[config.mk]
export PLATFORM = sky130hd
export DESIGN_NAME = seg7_scan_reader
export DESIGN_NICKNAME = d
export VERILOG_FILES = /design/src/rtl/seg7_pkg.sv /design/src/rtl/seg7_pattern_decode.sv /design/src/rtl/seg7_scan_reader.sv
export SDC_FILE = /design/constraint.sdc
export NUM_CORES = 1
export LEC_CHECK = 0
export ABC_AREA = 1
export CORE_UTILIZATION = 49
export CTS_CLUSTER_SIZE = 8
export DETAILED_ROUTE_END_ITERATION = 8
export DONT_BUFFER_PORTS = 1
export SLEW_MARGIN = 20
export SYNTH_ARGS = -nofsm -noshare
export SYNTH_HDL_FRONTEND = slang
export SYNTH_SLANG_ARGS = --single-unit
[constraint.sdc]
create_clock -name clk -period 5.66 [get_ports clk]
set_input_delay 1.132 -clock clk [delete_from_list [all_inputs] [get_ports clk]]
set_output_delay 1.132 -clock clk [all_outputs]
set_load 0.01 [all_outputs]
[src/rtl/seg7_pkg.sv]
// Shared 7-segment definitions: active-low glyphs (bit 0 = segment a), the
// blank BCD code and the state encodings used by the scan reader.
package seg7_pkg;

    localparam logic [6:0] SEG7_0     = 7'b1000000;
    localparam logic [6:0] SEG7_1     = 7'b1111001;
    localparam logic [6:0] SEG7_2     = 7'b0100100;
    localparam logic [6:0] SEG7_3     = 7'b0110000;
    localparam logic [6:0] SEG7_4     = 7'b0011001;
    localparam logic [6:0] SEG7_5     = 7'b0010010;
    localparam logic [6:0] SEG7_6     = 7'b0000010;
    localparam logic [6:0] SEG7_7     = 7'b1111000;
    localparam logic [6:0] SEG7_8     = 7'b0000000;
    localparam logic [6:0] SEG7_9     = 7'b0010000;
    localparam logic [6:0] SEG7_BLANK = 7'b1111111;

    localparam logic [3:0] BCD_BLANK = 4'hF;

    typedef enum logic [1:0] {
        ST_IDLE  = 2'd0,
        ST_TRACK = 2'd1,
        ST_HELD  = 2'd2
    } stab_state_e;

    typedef enum logic {
        OUT_EMPTY = 1'b0,
        OUT_FULL  = 1'b1
    } out_state_e;

endpackage

[src/rtl/seg7_pattern_decode.sv]
// Inverse of the display encoder: active-low segment pattern to BCD digit.
// Blank decodes to BCD_BLANK without error; any unknown glyph flags an error.
module seg7_pattern_decode
    import seg7_pkg::*;
(
    input  logic [6:0] pattern_i,
    output logic [3:0] code_o,
    output logic       err_o
);

    always_comb begin
        code_o = BCD_BLANK;
        err_o  = 1'b0;
        case (pattern_i)
            SEG7_0:     code_o = 4'd0;
            SEG7_1:     code_o = 4'd1;
            SEG7_2:     code_o = 4'd2;
            SEG7_3:     code_o = 4'd3;
            SEG7_4:     code_o = 4'd4;
            SEG7_5:     code_o = 4'd5;
            SEG7_6:     code_o = 4'd6;
            SEG7_7:     code_o = 4'd7;
            SEG7_8:     code_o = 4'd8;
            SEG7_9:     code_o = 4'd9;
            SEG7_BLANK: code_o = BCD_BLANK;
            default:    err_o  = 1'b1;
        endcase
    end

endmodule

[src/rtl/seg7_scan_reader.sv]
// Reads back a multiplexed active-low 7-segment bus into packed BCD frames.
// Define SEG7_READER_SYNC_EN to put a two-flop synchronizer ahead of the sampling register.
module seg7_scan_reader
    import seg7_pkg::*;
#(
    parameter int DIGITS        = 4,
    parameter int STABLE_CYCLES = 4,
    parameter int CNT_W         = 3
) (
    input  logic                  clk,
    input  logic                  rst,
    input  logic [6:0]            seg_n,
    input  logic [DIGITS-1:0]     an_n,
    output logic [4*DIGITS-1:0]   value_bcd,
    output logic [DIGITS-1:0]     value_err,
    output logic                  value_valid,
    input  logic                  value_ready,
    output logic                  frame_overrun
);

    localparam int IDX_W = (DIGITS > 1) ? $clog2(DIGITS) : 1;

    logic [6:0]        seg_s_q;
    logic [DIGITS-1:0] an_s_q;

`ifdef SEG7_READER_SYNC_EN
    logic [6:0]        seg_m1_q, seg_m2_q;
    logic [DIGITS-1:0] an_m1_q, an_m2_q;

    // Two synchronizer flops, then the sampling register.
    always_ff @(posedge clk) begin
        if (rst) begin
            an_m1_q <= '1;
            an_m2_q <= '1;
            an_s_q  <= '1;
        end else begin
            an_m1_q <= an_n;
            an_m2_q <= an_m1_q;
            an_s_q  <= an_m2_q;
        end
        seg_m1_q <= seg_n;
        seg_m2_q <= seg_m1_q;
        seg_s_q  <= seg_m2_q;
    end
`else
    always_ff @(posedge clk) begin
        if (rst) begin
            an_s_q <= '1;
        end else begin
            an_s_q <= an_n;
        end
        seg_s_q <= seg_n;
    end
`endif

    logic             smp_valid;
    logic [IDX_W-1:0] smp_idx;
    logic [DIGITS-1:0] an_low;

    always_comb begin
        an_low    = ~an_s_q;
        smp_valid = $onehot(an_low);
        smp_idx   = '0;
        for (int i = 0; i < DIGITS; i++) begin
            if (an_low[i]) smp_idx = IDX_W'(i);
        end
    end

    stab_state_e      st_q, st_d;
    logic [CNT_W-1:0] cnt_q, cnt_d;
    logic [IDX_W-1:0] idx_q, idx_d;
    logic [6:0]       pat_q, pat_d;
    logic             same_smp;
    logic             accept;

    assign same_smp = smp_valid && (smp_idx == idx_q) && (seg_s_q == pat_q);

    always_comb begin
        st_d   = st_q;
        cnt_d  = cnt_q;
        idx_d  = idx_q;
        pat_d  = pat_q;
        accept = 1'b0;
        if (!smp_valid) begin
            st_d  = ST_IDLE;
            cnt_d = '0;
        end else if (st_q == ST_IDLE || !same_smp) begin
            // Any new (digit, pattern) pair starts a fresh dwell.
            st_d  = ST_TRACK;
            cnt_d = CNT_W'(1);
            idx_d = smp_idx;
            pat_d = seg_s_q;
        end else if (st_q == ST_TRACK) begin
            if (cnt_q == CNT_W'(STABLE_CYCLES - 1)) begin
                accept = 1'b1;
                st_d   = ST_HELD;
                cnt_d  = CNT_W'(STABLE_CYCLES);
            end else begin
                cnt_d = cnt_q + CNT_W'(1);
            end
        end
    end

    always_ff @(posedge clk) begin
        if (rst) begin
            st_q  <= ST_IDLE;
            cnt_q <= '0;
            idx_q <= '0;
            pat_q <= '1;
        end else begin
            st_q  <= st_d;
            cnt_q <= cnt_d;
            idx_q <= idx_d;
            pat_q <= pat_d;
        end
    end

    logic [3:0] dec_code;
    logic       dec_err;

    seg7_pattern_decode u_decode (
        .pattern_i (pat_q),
        .code_o    (dec_code),
        .err_o     (dec_err)
    );

    logic [4*DIGITS-1:0] shadow_bcd_q;
    logic [DIGITS-1:0]   shadow_err_q;
    logic [DIGITS-1:0]   mask_q, mask_d;
    out_state_e          out_st_q, out_st_d;
    logic [4*DIGITS-1:0] bcd_q;
    logic [DIGITS-1:0]   err_q;
    logic                ovr_q, ovr_d;
    logic                consume, complete, load_out;

    assign consume  = (out_st_q == OUT_FULL) && value_ready;
    assign complete = &mask_q;

    always_comb begin
        mask_d   = mask_q;
        out_st_d = out_st_q;
        load_out = 1'b0;
        ovr_d    = 1'b0;
        if (complete) begin
            mask_d = '0;
            if (out_st_q == OUT_EMPTY || consume) begin
                load_out = 1'b1;
            end else begin
                ovr_d = 1'b1;
            end
        end
        // An accept landing with a completion belongs to the next frame.
        if (accept) mask_d[idx_q] = 1'b1;
        if (load_out) begin
            out_st_d = OUT_FULL;
        end else if (consume) begin
            out_st_d = OUT_EMPTY;
        end
    end

    always_ff @(posedge clk) begin
        if (accept) begin
            shadow_bcd_q[4*idx_q +: 4] <= dec_code;
            shadow_err_q[idx_q]        <= dec_err;
        end
    end

    always_ff @(posedge clk) begin
        if (rst) begin
            mask_q   <= '0;
            out_st_q <= OUT_EMPTY;
            bcd_q    <= '0;
            err_q    <= '0;
            ovr_q    <= 1'b0;
        end else begin
            mask_q   <= mask_d;
            out_st_q <= out_st_d;
            ovr_q    <= ovr_d;
            if (load_out) begin
                bcd_q <= shadow_bcd_q;
                err_q <= shadow_err_q;
            end
        end
    end

    assign value_bcd     = bcd_q;
    assign value_err     = err_q;
    assign value_valid   = (out_st_q == OUT_FULL);
    assign frame_overrun = ovr_q;

endmodule

==> flow_summary.json <==
{
  "crit_chain": "fa_1 > inv_1 > ha_1 > ha_1 > inv_1 > nand2_1 > nor2_1 > nand2_1 > nor2_4 > nand3_2 > nor2_1",
  "routabilityCongestion": 0.848,
  "ys_seq_area_share_pct": 52.5,
  "leakage_nw": 1.59,
  "synthesis.nets": 409,
  "fin_cells": 465,
  "min_from": "mask_q[0]",
  "power_frac_clock_pct": 37.1,
  "io_pins": 36,
  "tns_ps": 0,
  "placed_area_um2": 3160,
  "ys_types": 25,
  "rsz0062_at_grt": "false",
  "coreArea_um2": 5990,
  "skew_ps": 9.50,
  "dr.pass1.iters": 4,
  "die_width_um": 81.4,
  "finalSetupViolations": 0,
  "relSlewSlack_pct": 40.4,
  "final_util_pct": 56.3,
  "internal_power_mw": 0.821,
  "cts_tree": "built",
  "hold_buffers": 0,
  "peakVddDrop_mv": 0.173,
  "start_util_pct": 51.6,
  "drive_above_1_share_pct": 10.0,
  "seq_power_share_pct": 50.4,
  "grt_pass1_wl_mm": 8.59,
  "syn_avg_cell_area_um2": 8.09,
  "postLayoutCellArea_um2": 3370,
  "grt_pass1_vias": 1935,
  "wl_mm": 5.42,
  "num_vias": 2285,
  "cap_viol_max_count": 0,
  "clk-insertion-delay-late_ps": 340,
  "max_slew.worst_pin.slew_ps": 891,
  "startpoint": "an_s_q[0]",
  "clk_pin_slew_ps": 80,
  "syn2layout_area_growth_pct": 9.07,
  "die_y_um": 81.4,
  "grt_max_degree": 30,
  "clock-sinks": 71,
  "setup_ws_ps": 2320,
  "ctsResizeCount": 0,
  "cts-root-buf": "clkbuf_8",
  "finalMaxSlewViolations": 0,
  "place_ws_ps": 2290,
  "yosys_warnings": 0,
  "overflow": 0,
  "status": "completed",
  "synthCells": 382,
  "io_buffers": 0,
  "die_area_um2": 6630,
  "cp-start-kind": "flip-flop",
  "finalCriticalPeriod_ps": 3340,
  "drc": 0,
  "synth.top_cell.area_share_pct": 33.0,
  "hold_viol": 0,
  "cp.required_ps": 5670,
  "rows": 28,
  "ys_top_cells_by_area": "dfxtp_1 (33%), edfxtp_1 (19%), nor2_1 (10%)",
  "ys_ff_latch": 71,
  "worst_setup_path_end_kind": "flip-flop",
  "yosys.area.top_type": "dfxtp_1",
  "critPathSlowestCell": "nor2_1",
  "power_density_nw_per_um2": 334,
  "cp_num_buf_inv": 2,
  "viasPerCell": 4.91,
  "crit_path_max_fanout": 11,
  "crit_family": "simple AND/OR/NAND/NOR gates",
  "fmax_ghz": 0.299,
  "swShare_pct": 27.1,
  "min_path_type": "flip-flop to flip-flop",
  "rr_startpoint": "an_s_q[0]",
  "htreeDepth": 3,
  "syn_area_um2": 3090,
  "power_switching_mw": 0.306,
  "dp.cells": 449,
  "worstSetupPathType": "flip-flop to flip-flop",
  "grt.total_usage_pct": 17.5,
  "clock_path_buffers": 2,
  "cts_setup_buffers": 0,
  "pwr-share-comb_pct": 12.6,
  "wl_per_cell_um": 11.7,
  "n_antenna_cell": 0,
  "layout.nets": 412,
  "fin_crit_sh_pct": 59.1,
  "hpwlAfterDp_mm": 3.94,
  "cts_buffers": 9,
  "antenna_found_initial": 0,
  "arrival_ps": 3350,
  "drt_iter0_drc": 98,
  "slowest_delay_ps": 670,
  "antenna_left": 0
}
synth_stat cells, drive strengths merged:
cell / number
ha: 12
fa: 1
nor3: 5
dfxtp: 51
clkbuf: 8
edfxtp: 20
buf: 1
nand4: 5
nor2: 88
o21ai: 24
nand3: 25
nor4: 1
mux2i: 1
nand2: 78
or2: 5
a21oi: 13
inv: 44
sequential cells by signal, summed over array words and instances (netlist names):
| signal | count |
|---|---|
| shadow_bcd_q | 16 |
| an_s_q | 4 |
| value_valid | 1 |
| cnt_q | 3 |
| frame_overrun | 1 |
| value_bcd | 16 |
| value_err | 4 |
| seg_s_q | 7 |
| idx_q | 2 |
| pat_q | 7 |
| st_q | 2 |
| shadow_err_q | 4 |
| mask_q | 4 |
area by class of cell:
class / instances / area (um^2)
timing repair buffer: 1 / 7.51
tap: 75 / 93.8
inverter: 44 / 165
fill: 564 / 2620
sequential: 71 / 1620
clock buffer: 10 / 149
clock inverter: 6 / 65.1
multi-input combinational: 258 / 1270
cell families after synthesis:
logic type	synth area share (%)
muxes	0.324
and+or+nand+nor	29.2
adders and majority gates	5.51
AOI/OAI and AO/OA	5.99
DFF	52.5
buffers and inverters	6.48
final timing paths:
path	endpoint	slack, ps	cells past startpoint
worst max-delay path	shadow_bcd_q[11]	2320	11
worst max register to register	shadow_bcd_q[11]	2320	11
worst min-delay path	mask_q[0]	460	2
worst min register to register	mask_q[0]	460	2
power groups by stage:
stage	clock, mW	sequential (mW)	combinational (mW)
after floorplan	0	0.573	0.116
after global placement	0	0.578	0.141
after detailed placement	0	0.579	0.141
after CTS	0.429	0.567	0.142
after global routing	0.458	0.570	0.162
final	0.418	0.567	0.141
cell usage in the layout (no fill, tap or decap), drive strengths merged:
cell type,count
nor2,88
nand2,78
dfxtp,51
inv,45
nand3,25
o21ai,24
edfxtp,20
a21oi,13
ha,12
clkbuf,10
nand4,5
nor3,5
or2,5
clkinv,3
nor4,1
mux2i,1
fa,1
clkinvlp,1
bufinv,1
buf,1
per-stage QoR:
| step | power [mW] | hold slack, ps |
|---|---|---|
| 2_1_floorplan | 0.689 | 439 |
| 3_3_place_gp | 0.719 | 452 |
| 3_5_place_dp | 0.720 | 453 |
| 4_1_cts | 1.14 | 465 |
| 5_1_grt | 1.19 | 488 |
| 6_report | 1.13 | 461 |
layer usage:
| metal | up-vias | share of wire [%] | global-route usage [%] | routed length, um |
|---|---|---|---|---|
| li1 | 1216 | - | - | - |
| met1 | 1023 | 50 | 22.0 | 2680 |
| met2 | 38 | 45 | 27.3 | 2460 |
| met3 | 8 | 3.6 | 5.44 | 195 |
| met4 | 0 | 1.6 | 7.68 | 85 |
| met5 | - | 0 | 0 | 0 |
worst register-to-register path, stage by stage (launching register included):
cell     delay, ps
dfxtp_1        320
fa_1           530
inv_1           40
ha_1           170
ha_1           260
inv_1           50
nand2_1         40
nor2_1         670
nand2_1        210
nor2_4         240
nand3_2        190
nor2_1         310
Power figures use the tool's default switching activity.
